`src/rtl/datatypes_p.sv`:
```
// Shared types for the distance-sort pipeline and its k-NN majority-vote consumer.
package datatypes_p;

  localparam int Bit         = 12;
  localparam int NUM_CLASSES = 4;
  localparam int LBL_W       = $clog2(NUM_CLASSES);
  localparam int N_TRAIN     = 8;
  localparam int ADDR_W      = 3;
  localparam int CNT_W       = 4;

  typedef struct packed {
    logic [Bit-1:0]    d;
    logic [ADDR_W-1:0] addr;
  } coupled_dist_t;

  typedef logic [LBL_W-1:0] label_t;

  typedef enum logic [1:0] {
    IDLE,
    COUNT,
    DONE
  } knn_vote_state_t;

endpackage

```
`src/rtl/knn_label_table.sv`:
```
// Class label of each training point: synchronous write, combinational read.
module knn_label_table
  import datatypes_p::*;
(
  input  logic              clk,
  input  logic              rst,
  input  logic              we,
  input  logic [ADDR_W-1:0] waddr,
  input  label_t            wdata,
  input  logic [ADDR_W-1:0] raddr,
  output label_t            rdata
);

  label_t mem [N_TRAIN];

  // NOTE: this small table is built from flops, so it can and must be cleared by reset; a RAM macro could not be.
  always_ff @(posedge clk) begin
    if (rst) begin
      for (int i = 0; i < N_TRAIN; i++) mem[i] <= '0;
    end else if (we) begin
      mem[waddr] <= wdata;
    end
  end

  assign rdata = mem[raddr];

endmodule

```
`src/rtl/knn_vote.sv`:
```
// Majority vote over the K nearest sorted neighbours; one neighbour is tallied per cycle.
module knn_vote
  import datatypes_p::*;
#(
  parameter int K = 3
) (
  input  logic                  clk,
  input  logic                  rst,
  input  logic                  in_valid,
  output logic                  in_ready,
  input  coupled_dist_t [K-1:0] in_nn,
  input  logic                  lbl_we,
  input  logic [ADDR_W-1:0]     lbl_waddr,
  input  label_t                lbl_wdata,
  output logic                  out_valid,
  input  logic                  out_ready,
  output label_t                out_label,
  output logic [CNT_W-1:0]      out_votes,
  output logic [ADDR_W-1:0]     out_nearest_addr
);

  localparam int IDX_W = (K > 1) ? $clog2(K) : 1;

  knn_vote_state_t   state, state_nx;
  logic [ADDR_W-1:0] nn_addr [K];
  logic [IDX_W-1:0]  idx;
  logic [CNT_W-1:0]  cnt [NUM_CLASSES];
  logic [CNT_W-1:0]  best_cnt, best_cnt_nx, cnt_inc;
  label_t            best_lbl, best_lbl_nx, cur_lbl;
  logic              last;
  logic              unused_dist;

  // Distances only matter upstream for ordering; the vote needs nothing but addresses.
  always_comb begin
    unused_dist = 1'b0;
    for (int i = 0; i < K; i++) unused_dist = unused_dist ^ (^in_nn[i].d);
  end

  knn_label_table u_table (
    .clk   (clk),
    .rst   (rst),
    .we    (lbl_we && (state == IDLE)),
    .waddr (lbl_waddr),
    .wdata (lbl_wdata),
    .raddr (nn_addr[idx]),
    .rdata (cur_lbl)
  );

  assign in_ready = (state == IDLE);
  assign last     = (idx == IDX_W'(K - 1));
  assign cnt_inc  = cnt[cur_lbl] + CNT_W'(1);

  // Strictly greater keeps the earlier (nearer) class on a tie.
  always_comb begin
    best_cnt_nx = best_cnt;
    best_lbl_nx = best_lbl;
    if (cnt_inc > best_cnt) begin
      best_cnt_nx = cnt_inc;
      best_lbl_nx = cur_lbl;
    end
  end

  // NOTE: every signal driven here gets a default first, so no path leaves it unassigned and no latch is inferred.
  always_comb begin
    state_nx = state;
    case (state)
      IDLE:    if (in_valid)  state_nx = COUNT;
      COUNT:   if (last)      state_nx = DONE;
      DONE:    if (out_ready) state_nx = IDLE;
      default:                state_nx = IDLE;
    endcase
  end

  // NOTE: non-blocking assignments here so every flop samples pre-edge values regardless of statement order.
  always_ff @(posedge clk) begin
    if (rst) begin
      state            <= IDLE;
      idx              <= '0;
      best_cnt         <= '0;
      best_lbl         <= '0;
      out_valid        <= 1'b0;
      out_label        <= '0;
      out_votes        <= '0;
      out_nearest_addr <= '0;
      for (int i = 0; i < NUM_CLASSES; i++) cnt[i] <= '0;
      for (int i = 0; i < K; i++) nn_addr[i] <= '0;
    end else begin
      state <= state_nx;
      case (state)
        IDLE: begin
          if (in_valid) begin
            idx      <= '0;
            best_cnt <= '0;
            best_lbl <= '0;
            for (int i = 0; i < NUM_CLASSES; i++) cnt[i] <= '0;
            for (int i = 0; i < K; i++) nn_addr[i] <= in_nn[i].addr;
          end
        end
        COUNT: begin
          cnt[cur_lbl] <= cnt_inc;
          best_cnt     <= best_cnt_nx;
          best_lbl     <= best_lbl_nx;
          idx          <= idx + IDX_W'(1);
          if (last) begin
            out_valid        <= 1'b1;
            out_label        <= best_lbl_nx;
            out_votes        <= best_cnt_nx;
            out_nearest_addr <= nn_addr[0];
          end
        end
        DONE: begin
          if (out_ready) out_valid <= 1'b0;
        end
        default: ;
      endcase
    end
  end

endmodule

```
`config.mk`:
```
export PLATFORM = sky130hd
export DESIGN_NAME = knn_vote
export DESIGN_NICKNAME = d
export VERILOG_FILES = /design/src/rtl/datatypes_p.sv /design/src/rtl/knn_label_table.sv /design/src/rtl/knn_vote.sv
export SDC_FILE = /design/constraint.sdc
export NUM_CORES = 1
export LEC_CHECK = 0
export ABC_AREA = 1
export CAP_MARGIN = 20
export CORE_MARGIN = 5
export CORE_UTILIZATION = 40
export DETAILED_ROUTE_END_ITERATION = 8
export PLACE_DENSITY_LB_ADDON = 0.08
export SLEW_MARGIN = 5
export SYNTH_ARGS = -nofsm -noshare
export SYNTH_HDL_FRONTEND = slang
export SYNTH_SLANG_ARGS = --single-unit
```
`constraint.sdc`:
```
create_clock -name clk -period 9.65 [get_ports clk]
set_input_delay 1.93 -clock clk [delete_from_list [all_inputs] [get_ports clk]]
set_output_delay 1.93 -clock clk [all_outputs]
set_load 0.01 [all_outputs]
```
==> Flow_metrics.wiki <==
{| class="wikitable"
! Metric !! Value
|-
| Floorplan die area || 9710 sq um
|-
| Clock tree root buffer cell || sky130_fd_sc_hd__clkbuf_8
|-
| Register bit total from synthesis || 63
|-
| Pwr per Cell Area || 216 nW/um^2
|-
| Fin cells || 522
|-
| Number of setup violations in the final report || 0
|-
| Largest buffer count on any clock path || 2
|-
| Number of enable flip-flop cells after synthesis || 41
|-
| Initial standard-cell utilization of the core || 40.8%
|-
| # DRC || 0
|-
| # port buffers || 29
|-
| Antenna violations before repair || 0
|-
| Buffers inserted during post-CTS setup optimization || 0
|-
| Total half-perimeter wirelength after legalization and detailed placement || 4960 microns
|-
| Post-synth ARST share || 0%
|-
| Overall die width || 98.6 microns
|-
| Share of the clock period used by the worst path || 42.6%
|-
| Critical path data required time || 9840 ps
|-
| Die Ht || 98.6 microns
|-
| Cell count after placement || 506
|-
| Mean post-synth cell area || 8.23 sq um
|-
| Most common cell after layout, fill and taps aside || sky130_fd_sc_hd__nand2_1
|-
| Number of detailed-routing iterations run before antenna repair || 4
|-
| Post-route ant nets || 0
|-
| Cell with the largest stage delay on the worst path || sky130_fd_sc_hd__o31ai_1
|-
| Critical path peak fanout || 14
|-
| Sort of element at the start of the critical path || register
|-
| Synthesized instance count || 381
|-
| Path class of the lowest-slack min-delay path || reg2reg
|-
| Maximum achievable frequency || 0.243 GHz
|-
| Count of cell types in the netlist || 30
|-
| Cell seen most often among critical-path stages || sky130_fd_sc_hd__nand2_1
|-
| Unrepaired setup endpoints after global routing || no
|-
| Most frequent cells in the layout || sky130_fd_sc_hd__nand2_1 (90), sky130_fd_sc_hd__nor2_1 (62), sky130_fd_sc_hd__inv_1 (52), sky130_fd_sc_hd__nand3_1 (47), sky130_fd_sc_hd__edfxtp_1 (41)
|-
| Count of vias placed by the detailed router || 2,525
|-
| Routed WL || 6770 microns
|-
| Wire length of the first global-routing pass || 11,200 microns
|-
| Ratio of cells with drive above 1 in the final layout || 6.43%
|-
| Number of H-tree levels || 3
|-
| Peak VDD IR || 0.000101 V
|-
| Proportion of synthesized chip area in sequential cells || 53.3%
|-
| Number of hold buffers added after CTS || 0
|-
| Result of the run || completed
|-
| Latest clock arrival within the worst-skew pair || 330 ps
|-
| Kind of capture point of the worst setup path || register
|-
| Via count of the first global-routing pass || 2,349
|-
| Highest cell delay on the worst timing path || 600 ps
|-
| Syn Nets || 442
|-
| Total of cells resized after clock tree synthesis || 0
|-
| Hold WS || 476 ps
|-
| Sum Neg Setup Slack || 0 ps
|-
| Path type of the worst setup path || reg2reg
|-
| Grt ovf || 0
|-
| Number of placed I/O pins || 66
|-
| Maximum Capacitance Violations || 0
|-
| Fin util || 48.0%
|-
| Clk pin slew, worst setup/hold paths || 70 ps
|-
| Total Nets Final || 476
|-
| Final-report hold violation count || 0
|-
| Prevailing post-synth register cell || sky130_fd_sc_hd__edfxtp_1
|-
| Area overhead of the layout relative to synthesis || 17.6%
|-
| Antenna cell count || 0
|-
| Crit-path cells || inv_2 -> nand2_1 -> nand3_1 -> nand3_1 -> nand3_1 -> nand3_2 -> nand2_4 -> nand2_1 -> nand2_1 -> nand2_1 -> nand2_2 -> nor2_1 -> nand3_2 -> nand2_1 -> inv_1 -> ha_1 -> nand2_1 -> o31ai_1 -> inv_1 -> o21ai_0 -> a21oi_1
|-
| Worst-case clock skew || 10.8 ps
|-
| Synthesis warning total || 0
|-
| Final weighted congestion in routability-driven placement || 0.789
|-
| Post-Place Cell Area || 3520 sq um
|-
| Post-synthesis instance area || 3140 sq um
|-
| Leakage power || 1.62 nW
|-
| Final worst path period need || 4110 ps
|-
| Worst setup timing slack at the placement stage || 5270 ps
|-
| Worst slew slack as a fraction of its limit || 40.4%
|-
| Number of buffers created by CTS || 9
|-
| Crit path DAT || 4300 ps
|-
| Routed via count divided by cell count || 4.84
|-
| Actual transition at the worst max-transition pin || 891 ps
|-
| CP bufs+invs || 3
|-
| CTS tree || built
|-
| Average routed wire per standard cell || 13.0 microns
|-
| Total chip power || 0.797 mW
|-
| Total global routing track utilization || 14.4%
|-
| Area of the core || 7690 sq um
|-
| Kind of cell adding the most delay to the critical path || simple AND/OR/NAND/NOR gates
|-
| Standard-cell rows || 32
|-
| Worst setup margin || 5540 ps
|-
| Clock sinks || 63
|-
| Maximum number of pins on one net before global-route repair || 25
|-
| Post-route cell area || 3690 sq um
|-
| Final Slew Violations || 0
|-
| DRT iter0 DRCs || 96
|}
sequential cells by signal, summed over array words and instances, names as in the netlist, 3 cells and up, named ones only:
register	count
cnt	16
u_table.mem	16
nn_addr	9
best_cnt	4
out_votes	4
out_nearest_addr	3
layout make-up:
cell class	instances	area, sq um
Sequential cell	63	1670
Timing Repair Buffer	29	290
Tap cell	102	128
Fill cell	782	4000
Multi-Input combinational cell	257	1220
Clock buffer	15	166
Inverter	55	206
Clock inverter	1	5.00
report_power, final:
| group | internal (mW) | switching [mW] |
|---|---|---|
| combinational | 0.0857 | 0.187 |
| sequential | 0.311 | 0.00902 |
| clock | 0.108 | 0.0967 |
| total | 0.505 | 0.293 |
synth_stat cells (3+ instances only):
| library cell | n | area, sq um |
|---|---|---|
| sky130_fd_sc_hd__nor2_1 | 62 | 233 |
| sky130_fd_sc_hd__nand3_2 | 4 | 40.0 |
| sky130_fd_sc_hd__nand2_1 | 90 | 338 |
| sky130_fd_sc_hd__a21oi_1 | 9 | 45.0 |
| sky130_fd_sc_hd__nand2_2 | 3 | 18.8 |
| sky130_fd_sc_hd__nand3_1 | 47 | 235 |
| sky130_fd_sc_hd__nor2_2 | 3 | 18.8 |
| sky130_fd_sc_hd__o21ai_1 | 3 | 15.0 |
| sky130_fd_sc_hd__ha_1 | 6 | 75.1 |
| sky130_fd_sc_hd__inv_1 | 52 | 195 |
| sky130_fd_sc_hd__edfxtp_1 | 41 | 1230 |
| sky130_fd_sc_hd__o21ai_0 | 16 | 80.1 |
| sky130_fd_sc_hd__dfxtp_1 | 22 | 440 |
final timing paths:
check            endpoint       from  depth (start not counted)  slack [ps]
min reg2reg     out_valid  out_valid                          2         480
min             out_valid  out_valid                          2         480
max          out_votes[0]   register                         21        5540
max reg2reg  out_votes[0]   register                         21        5540
worst min-delay path, stage by stage, from the launching register on:
cell	delay [ps]
sky130_fd_sc_hd__dfxtp_1	310
sky130_fd_sc_hd__nand2_1	60
sky130_fd_sc_hd__a21oi_1	60
cell families after synthesis:
family | after synthesis | synth area share (%)
and+or+nand+nor | 215 | 29.8
buffers and inverters | 61 | 7.82
xor gates and xnor gates | 1 | 0.519
DFF | 63 | 53.3
adders and majority gates | 6 | 2.39
AOI/OAI and AO/OA | 35 | 6.22
layer usage:
layer	vias to the layer above	track usage [%]	wire length (microns)
li1	1299	-	-
met1	1151	19.6	3270
met2	64	22.4	3060
met3	11	3.04	332
met4	0	6.30	114
met5	-	0	0
Note: power is estimated with default switching activity, not from simulation.
